**config.mk**
```make
export PLATFORM = sky130hd
export DESIGN_NAME = vga_tile_renderer
export DESIGN_NICKNAME = d
export VERILOG_FILES = /design/src/rtl/vga_tile_renderer.sv
export SDC_FILE = /design/constraint.sdc
export NUM_CORES = 1
export LEC_CHECK = 0
export CORE_MARGIN = 3
export CORE_UTILIZATION = 53
export CTS_CLUSTER_SIZE = 16
export DETAILED_ROUTE_END_ITERATION = 16
export PLACE_DENSITY_LB_ADDON = 0.08
export SYNTH_ARGS = -nofsm -noshare
export SYNTH_HDL_FRONTEND = slang
export SYNTH_SLANG_ARGS = --single-unit
```
**constraint.sdc**
```tcl
create_clock -name clock -period 3.35 [get_ports clock]
set_input_delay 0.5025 -clock clock [delete_from_list [all_inputs] [get_ports clock]]
set_output_delay 0.5025 -clock clock [all_outputs]
set_load 0.01 [all_outputs]
```
**src/rtl/vga_tile_renderer.sv**
```systemverilog
// VGA scan-out engine: ROWS x COLS grid of BPC-bit cells, each upscaled to CELL_W x CELL_H
// pixels through a live 12-bit palette, with a per-frame snapshot of the cell map.
module vga_tile_renderer #(
  parameter int H_SYNC   = 96,
  parameter int H_BACK   = 48,
  parameter int H_ACTIVE = 640,
  parameter int H_FRONT  = 16,
  parameter int V_SYNC   = 2,
  parameter int V_BACK   = 33,
  parameter int V_ACTIVE = 480,
  parameter int V_FRONT  = 10,
  parameter int CLK_DIV  = 2,
  parameter int COLS     = 16,
  parameter int ROWS     = 12,
  parameter int CELL_W   = 40,
  parameter int CELL_H   = 40,
  parameter int BPC      = 2
) (
  input  logic                       clock,
  input  logic                       reset,
  input  logic [ROWS*COLS*BPC-1:0]   data,
  input  logic [(2**BPC)*12-1:0]     palette,
  output logic                       hSync,
  output logic                       vSync,
  output logic [3:0]                 r,
  output logic [3:0]                 g,
  output logic [3:0]                 b,
  output logic                       frame_start
);

  localparam int H_TOTAL = H_SYNC + H_BACK + H_ACTIVE + H_FRONT;
  localparam int V_TOTAL = V_SYNC + V_BACK + V_ACTIVE + V_FRONT;
  localparam int NCELL   = ROWS * COLS;

  localparam int DW = (CLK_DIV > 1) ? $clog2(CLK_DIV) : 1;
  localparam int HW = $clog2(H_TOTAL + 1);
  localparam int VW = $clog2(V_TOTAL + 1);
  localparam int XW = (CELL_W > 1) ? $clog2(CELL_W) : 1;
  localparam int YW = (CELL_H > 1) ? $clog2(CELL_H) : 1;
  localparam int CW = $clog2(COLS + 1);
  localparam int RW = $clog2(ROWS + 1);
  localparam int IW = (NCELL > 1) ? $clog2(NCELL) : 1;

  localparam logic [DW-1:0] DIV_LAST  = DW'(CLK_DIV - 1);
  localparam logic [HW-1:0] H_LAST    = HW'(H_TOTAL - 1);
  localparam logic [HW-1:0] H_SYNC_C  = HW'(H_SYNC);
  localparam logic [HW-1:0] H_START_C = HW'(H_SYNC + H_BACK);
  localparam logic [HW-1:0] H_END_C   = HW'(H_SYNC + H_BACK + H_ACTIVE);
  localparam logic [VW-1:0] V_LAST    = VW'(V_TOTAL - 1);
  localparam logic [VW-1:0] V_SYNC_C  = VW'(V_SYNC);
  localparam logic [VW-1:0] V_START_C = VW'(V_SYNC + V_BACK);
  localparam logic [VW-1:0] V_END_C   = VW'(V_SYNC + V_BACK + V_ACTIVE);
  localparam logic [XW-1:0] X_LAST    = XW'(CELL_W - 1);
  localparam logic [YW-1:0] Y_LAST    = YW'(CELL_H - 1);
  localparam logic [CW-1:0] COLS_C    = CW'(COLS);
  localparam logic [RW-1:0] ROWS_C    = RW'(ROWS);

  logic [DW-1:0] div;
  logic [HW-1:0] h, h_next;
  logic [VW-1:0] v, v_next;
  logic [XW-1:0] x_in_cell;
  logic [YW-1:0] y_in_cell;
  logic [CW-1:0] col;
  logic [RW-1:0] row;
  logic          tick, h_wrap, v_wrap, frame_wrap, h_act, v_act, in_grid;
  logic [IW-1:0] cell_idx;
  logic [BPC-1:0] cell_val;
  logic [ROWS*COLS*BPC-1:0] snap;

  logic           act1, grid1, hs1, vs1;
  logic [BPC-1:0] cell1;
  logic [11:0]    pix;

  assign tick       = (div == DIV_LAST);
  assign h_wrap     = (h == H_LAST);
  assign v_wrap     = (v == V_LAST);
  assign frame_wrap = tick && h_wrap && v_wrap;
  assign h_next     = h_wrap ? '0 : h + 1'b1;
  assign v_next     = v_wrap ? '0 : v + 1'b1;
  assign h_act      = (h >= H_START_C) && (h < H_END_C);
  assign v_act      = (v >= V_START_C) && (v < V_END_C);
  assign in_grid    = (col < COLS_C) && (row < ROWS_C);
  assign cell_idx   = IW'(row) * IW'(COLS) + IW'(col);

  always_ff @(posedge clock or negedge reset) begin
    if (!reset) div <= '0;
    else        div <= tick ? '0 : div + 1'b1;
  end

  always_ff @(posedge clock or negedge reset) begin
    if (!reset) begin
      h <= '0;
      v <= '0;
    end else if (tick) begin
      h <= h_next;
      if (h_wrap) v <= v_next;
    end
  end

  // Cell sub-counters are cleared one tick ahead so they are valid on the first active pixel;
  // col/row saturate at COLS/ROWS, which marks everything beyond the grid.
  always_ff @(posedge clock or negedge reset) begin
    if (!reset) begin
      x_in_cell <= '0;
      col       <= '0;
      y_in_cell <= '0;
      row       <= '0;
    end else if (tick) begin
      if (h_next == H_START_C) begin
        x_in_cell <= '0;
        col       <= '0;
      end else if (h_act) begin
        if (x_in_cell == X_LAST) begin
          x_in_cell <= '0;
          if (col != COLS_C) col <= col + 1'b1;
        end else begin
          x_in_cell <= x_in_cell + 1'b1;
        end
      end
      if (h_wrap) begin
        if (v_next == V_START_C) begin
          y_in_cell <= '0;
          row       <= '0;
        end else if (v_act) begin
          if (y_in_cell == Y_LAST) begin
            y_in_cell <= '0;
            if (row != ROWS_C) row <= row + 1'b1;
          end else begin
            y_in_cell <= y_in_cell + 1'b1;
          end
        end
      end
    end
  end

  always_ff @(posedge clock or negedge reset) begin
    if (!reset) begin
      snap        <= '0;
      frame_start <= 1'b0;
    end else begin
      frame_start <= frame_wrap;
      if (frame_wrap) snap <= data;
    end
  end

  always_comb begin
    cell_val = '0;
    for (int unsigned i = 0; i < NCELL; i++) begin
      if (cell_idx == IW'(i)) cell_val = snap[i*BPC +: BPC];
    end
  end

  // Sync stage resets to the inactive level so the first low hSync lands on the 2nd tick.
  always_ff @(posedge clock or negedge reset) begin
    if (!reset) begin
      act1  <= 1'b0;
      grid1 <= 1'b0;
      cell1 <= '0;
      hs1   <= 1'b1;
      vs1   <= 1'b1;
    end else if (tick) begin
      act1  <= h_act && v_act;
      grid1 <= in_grid;
      cell1 <= in_grid ? cell_val : '0;
      hs1   <= (h >= H_SYNC_C);
      vs1   <= (v >= V_SYNC_C);
    end
  end

  always_comb begin
    pix = palette[11:0];
    for (int unsigned k = 0; k < 2**BPC; k++) begin
      if (grid1 && (cell1 == BPC'(k))) pix = palette[k*12 +: 12];
    end
  end

  always_ff @(posedge clock or negedge reset) begin
    if (!reset) begin
      hSync     <= 1'b1;
      vSync     <= 1'b1;
      {r, g, b} <= '0;
    end else if (tick) begin
      hSync     <= hs1;
      vSync     <= vs1;
      {r, g, b} <= act1 ? pix : '0;
    end
  end

endmodule

```
[Word level (Yosys, flattened, before mapping)]
Cells that the tools add are included.
Storage, ports and cells
  flip-flop bits (word level): 447
Operators by class
  add/subtract/negate cells: 8
  magnitude comparators: 8
  equality and inequality tests: 202
  multiplexer cells: 214
  reduce and logical (&&, ||, !) cells: 21
Operators with widths (number)
  $eq A8 B7 Y1 const B: 64
  $eq A8 B8 Y1 const B: 64
  $mux W2: 193
  $eq A8 B6 Y1 const B: 32
  $eq A8 B5 Y1 const B: 16
  $eq A8 B4 Y1 const B: 8
  $mux W12: 4
  $mux W6: 6
  $eq A8 B3 Y1 const B: 4
  $add A10 B1 Y10 const B: 2
  $eq A10 B10 Y1 const B: 2
  $lt A10 B10 Y1 const B: 2
  $mux W10: 2
  $mux W5: 4
  $eq A8 B2 Y1 const B: 2
  $mux W4: 4
  $add A6 B1 Y6 const B: 2
  $eq A6 B6 Y1 const B: 2
  $reduce_bool A2 Y1: 6
  $eq A10 B6 Y1 const B: 1
  $eq A10 B8 Y1 const B: 1
  $ge A10 B2 Y1 const B: 1
  $ge A10 B6 Y1 const B: 1
  $ge A10 B7 Y1 const B: 1
  19 further kinds: 29

[Depth between registers and ports, before layout]
  word-level depth: 195
  depth in mapped cells: 15

[Least setup slack after synthesis]
OpenSTA, ideal clock, no wires.
  kind: register -> register
  start point: reg col[4]
  end point: reg cell1[1]
  arrival: 2866 ps
  required time: 3230 ps
  path slack: 364 ps
  cell stages (with the launch flop): 12
  path buffers: 1
  cells stage by stage: dfrtp_1 > ha_1 > ha_1 > clkbuf_1 > nand2_1 > a21oi_4 > a21oi_2 > a2111oi_4 > o221ai_2 > a311oi_2 > nand4_1 > o211a_1
Between the ends
  longest elaborated chain between the ends: 195
Ends and longest elaborated chain
  from (decl): RTL line 63  | logic [CW-1:0] col;
  from (signal assigned): RTL line 115  | if (col != COLS_C) col <= col + 1'b1;
  $add A8 B5 Y8: RTL line 83  | assign cell_idx = IW'(row) * IW'(COLS) + IW'(col);
  $logic_not A8 Y1: RTL line 149  | if (cell_idx == IW'(i)) cell_val = snap[i*BPC +: BPC];
  $mux W2 (192 in series): RTL line 149
  $mux W2 *: RTL line 164  | cell1 <= in_grid ? cell_val : '0;
  to (signal assigned): RTL line 164
  to (decl): RTL line 71  | logic [BPC-1:0] cell1;
Mark *: on every way between the ends. The rest lies on a longest branch, timed or not.
A chain may end at the register's enable or synchronous reset.

[Worst setup path in the final report]
  start point: reg col[4]
  end point: reg cell1[0]
Same word-level chain as after synthesis.

==> summary.md <==
| Metric | Value |
|---|---|
| Largest family of logic cells by synthesized area | multiplexers |
| Worst slew pin tran | ~0.87 ns |
| Most instantiated library cell after synthesis | dfrtp_1 |
| Compound-cell area share of the yosys netlist | 17.6% |
| GR Overflow Total | 0 |
| Via density | 6.57 |
| Min Hold Slack | -0.00138 ns |
| Clock Path Buffers | 3 |
| Status | finished, violations left |
| Leading cell types by count after synthesis | dfrtp_1, mux2_2, nand2_1, a21oi_1, o21ai_0 |
| Hold Vio Cnt, Final | 2 |
| Core area | approximately 0.043 mm^2 |
| Post-Layout Cell Count | 3295 |
| Routed via count | approximately 22000 |
| Syn_nets | around 2600 |
| Final period utilization | 98.6% |
| DP Wirelength | 74100 um |
| Area leader, netlist | dfrtp_1 |
| Rows | between 70 and 80 |
| CP Class | reg -> reg |
| Post-DP Area | 0.0295 mm^2 |
| CTS tree | built |
| Endpoints failing setup | 0 |
| DRC | 0 |
| Relative slew margins | ~42% |
| CTS clock-pin slew for the worst setup and hold paths | 0.06 ns |
| Failing checks | hold timing |
| CP Capture Type | flip-flop |
| Pwr/cell area | 360 mW/mm^2 |
| XOR/XNOR Fraction of Synth Area | less than 1% |
| CP required | 3.82 ns |
| Die Area | 0.0466 mm^2 |
| Clock Skew | about 0.026 ns |
| Fmax | 303 MHz |
| Final Max Slew Viols | 0 |
| Vias in the first global route | approximately 22000 |
| First-pass GRT wire length | 142000 um |
| Initial Utilization | 53.9% |
| Post-Synth Simple-Gate Area | 10.5% |
| Routed WL per cell | 29.0 um |
| Tightest Hold Check Type | in -> async |
| #FFs+latches synth | 447 |
| TNS Setup | 0 ns |
| Mux cell area share after synthesis | 18.2% |
| NumNets Final | 3126 |
| Cts hold-fix bufs | 0 |
| Startpoint Class | flip-flop |
| Root buf cell | clkbuf_16 |
| Initial DRT Pass Iterations | 8 |
| Layout overhead on the synthesized area | 33.5% |
| Cts bufs inserted | 45 |
| Tot GR Track Use | 40.5% |
| Drt first-iter violations | 2873 |
| Avg Cell Area, Syn | around 11 um^2 |
| TritonCTS Sinks | 447 |
| Synth async-reset ratio | 100% |
| Post-Syn Area | 0.0233 mm^2 |
| Netlist cell types | 104 |
| Design area | 0.0311 mm^2 |
| Top cell type's share of synthesized area | between 40 and 50% |
| Leakage | 0.0140 uW |
| Num ports | 449 |
| Sequential area share after synthesis | 48.0% |
| H-tree levels | 2 |
| Largest net degree at the start of global routing | just under 100 |
| Worst-path fanout max | 11 |
| Synth area leaders | dfrtp_1, mux2_2, a21oi_1 |
| Placed cell count | 3213 |
| Routed WL | about 96000 um |
| MaxCap Viol Count | 0 |
| Arrival @ worst endpoint | 3.77 ns |
| Minimum clock period | approximately 3.3 ns |
| Die Y | 216 um |
| Synth Area in Adders | 0.858% |
| Synth warn | 0 |
| Clock Latency Late Sink | approximately 0.6 ns |
| Share of cells above drive strength 1 | 26.2% |
| Post-synth EDFFs | 0 |
| Port Buf Inserts | 448 |
| Initial antenna violation count | 3 |
| Cell count after synthesis | 2138 |
| Antenna Nets Post-Route | 0 |
| Die Span X | 216 um |
| Top FF cell, synth | dfrtp_1 |
| Maximum vdd drop | 0.404 mV |
| GPL Wtd Cong | 1.10 |
-- final cells by class --
type                    count  area, um^2
flip-flops and latches    447       11200
diodes                      1        2.50
repair buffers            646        6240
multi-input cells        1483       11300
fillers                  3017       12100
clock buffers              67        1350
inverters                  53         199
clock inverters            13         133
well taps                 585         732
-- through the flow --
stage | hold slack (ns) | util (%) | total power, uW | setup WS, ns
after global placement | 0.488 | 68.3 | 6180 | 0.0714
after floorplan | 0.207 | - | 5510 | 0.364
after global routing | 0.0373 | 72.0 | 11500 | -0.000820
final | -0.00138 | 72.0 | 11200 | 0.0470
after detailed placement | 0.489 | 68.3 | 6190 | 0.139
after CTS | 0.00446 | 71.7 | 11300 | 0.0927
-- routing by layer --
metal	vias to the layer above	track usage, %	wire length (um)	part of all wire, %
met3	297	8.63	10000	11
met5	-	0	16	0.017
met1	10859	54.5	37100	39
met4	2	16.5	4730	4.9
met2	1432	64.2	43700	46
li1	9047	-	-	-
-- path summary, 6_finish.rpt --
kind | startpoint | endpoint | slack (ns) | cells past startpoint
min in group clock | data[358] | snap[358] | 0.49 | 3
setup reg to reg | col[4] | cell1[0] | 0.05 | 12
hold reg to reg | hs1 | hs1 | 0.51 | 2
max in group asynchronous | reset | snap[228] | 2.33 | 2
setup / recovery | col[4] | cell1[0] | 0.05 | 12
hold / removal | reset | x_in_cell[5] | -0.001 | 1
-- state kept, by name, indices dropped and copies added, names as in the netlist --
name and count:
g 4, div 1, v 10, snap 384
grid1 1, col 5, y_in_cell 6, act1 1
cell1 2, r 4, hs1 1, frame_start 1
vSync 1, hSync 1, vs1 1, x_in_cell 6
row 4, b 4, h 10
-- cells by family (layout without fill, tap and decap cells) --
group | after synthesis | count (layout)
other | 0 | 1
adder cells (fa/ha/maj) | 16 | 16
AO/OA/AOI/OAI | 594 | 594
flip-flops | 447 | 447
AND/OR/NAND/NOR | 476 | 476
buffers and inverters | 208 | 779
XOR/XNOR | 19 | 19
multiplexers | 378 | 378
-- worst max-delay path, stage by stage (launching register included) --
cell	delay, ns
dfrtp_1	0.42
ha_1	0.24
ha_1	0.23
nor3b_1	0.16
a41o_1	0.35
buf_12	0.20
nand2_1	0.23
a41oi_1	0.09
o21bai_1	0.35
a21oi_1	0.14
nor4_1	0.38
o31a_1	0.29
o21ai_1	0.09
-- repair_timing --
action,in CTS,in global routing
setup buffers,0,1
endpoints found under the setup margin,0,2
gates resized for setup,0,21
-- cell usage in the layout, fill, tap and decap left out, drive strengths merged, types with 17 or more instances in the layout --
cell,instances
and3,17
buf,199
a31oi,27
o31ai,17
a21oi,129
a221oi,26
nor3,30
nand3,38
nor2,91
nand4,27
o21ai,119
o22ai,50
inv,54
a211oi,25
clkdlybuf4s50,447
nand2,157
a22oi,19
dfrtp,443
mux2,375
clkbuf,67
nand2b,17
o221ai,27
o211ai,27
nor2b,19
-- power breakdown --
| group | leakage, uW | internal [uW] | switching [uW] |
|---|---|---|---|
| Sequential | 0.00614 | 5400 | 0 |
| Combinational | 0.00717 | 465 | 225 |
| Clock | 0.000738 | 2950 | 2180 |
| Total | 0.0140 | 8810 | 2400 |
Note: power is estimated with default switching activity, not from simulation.
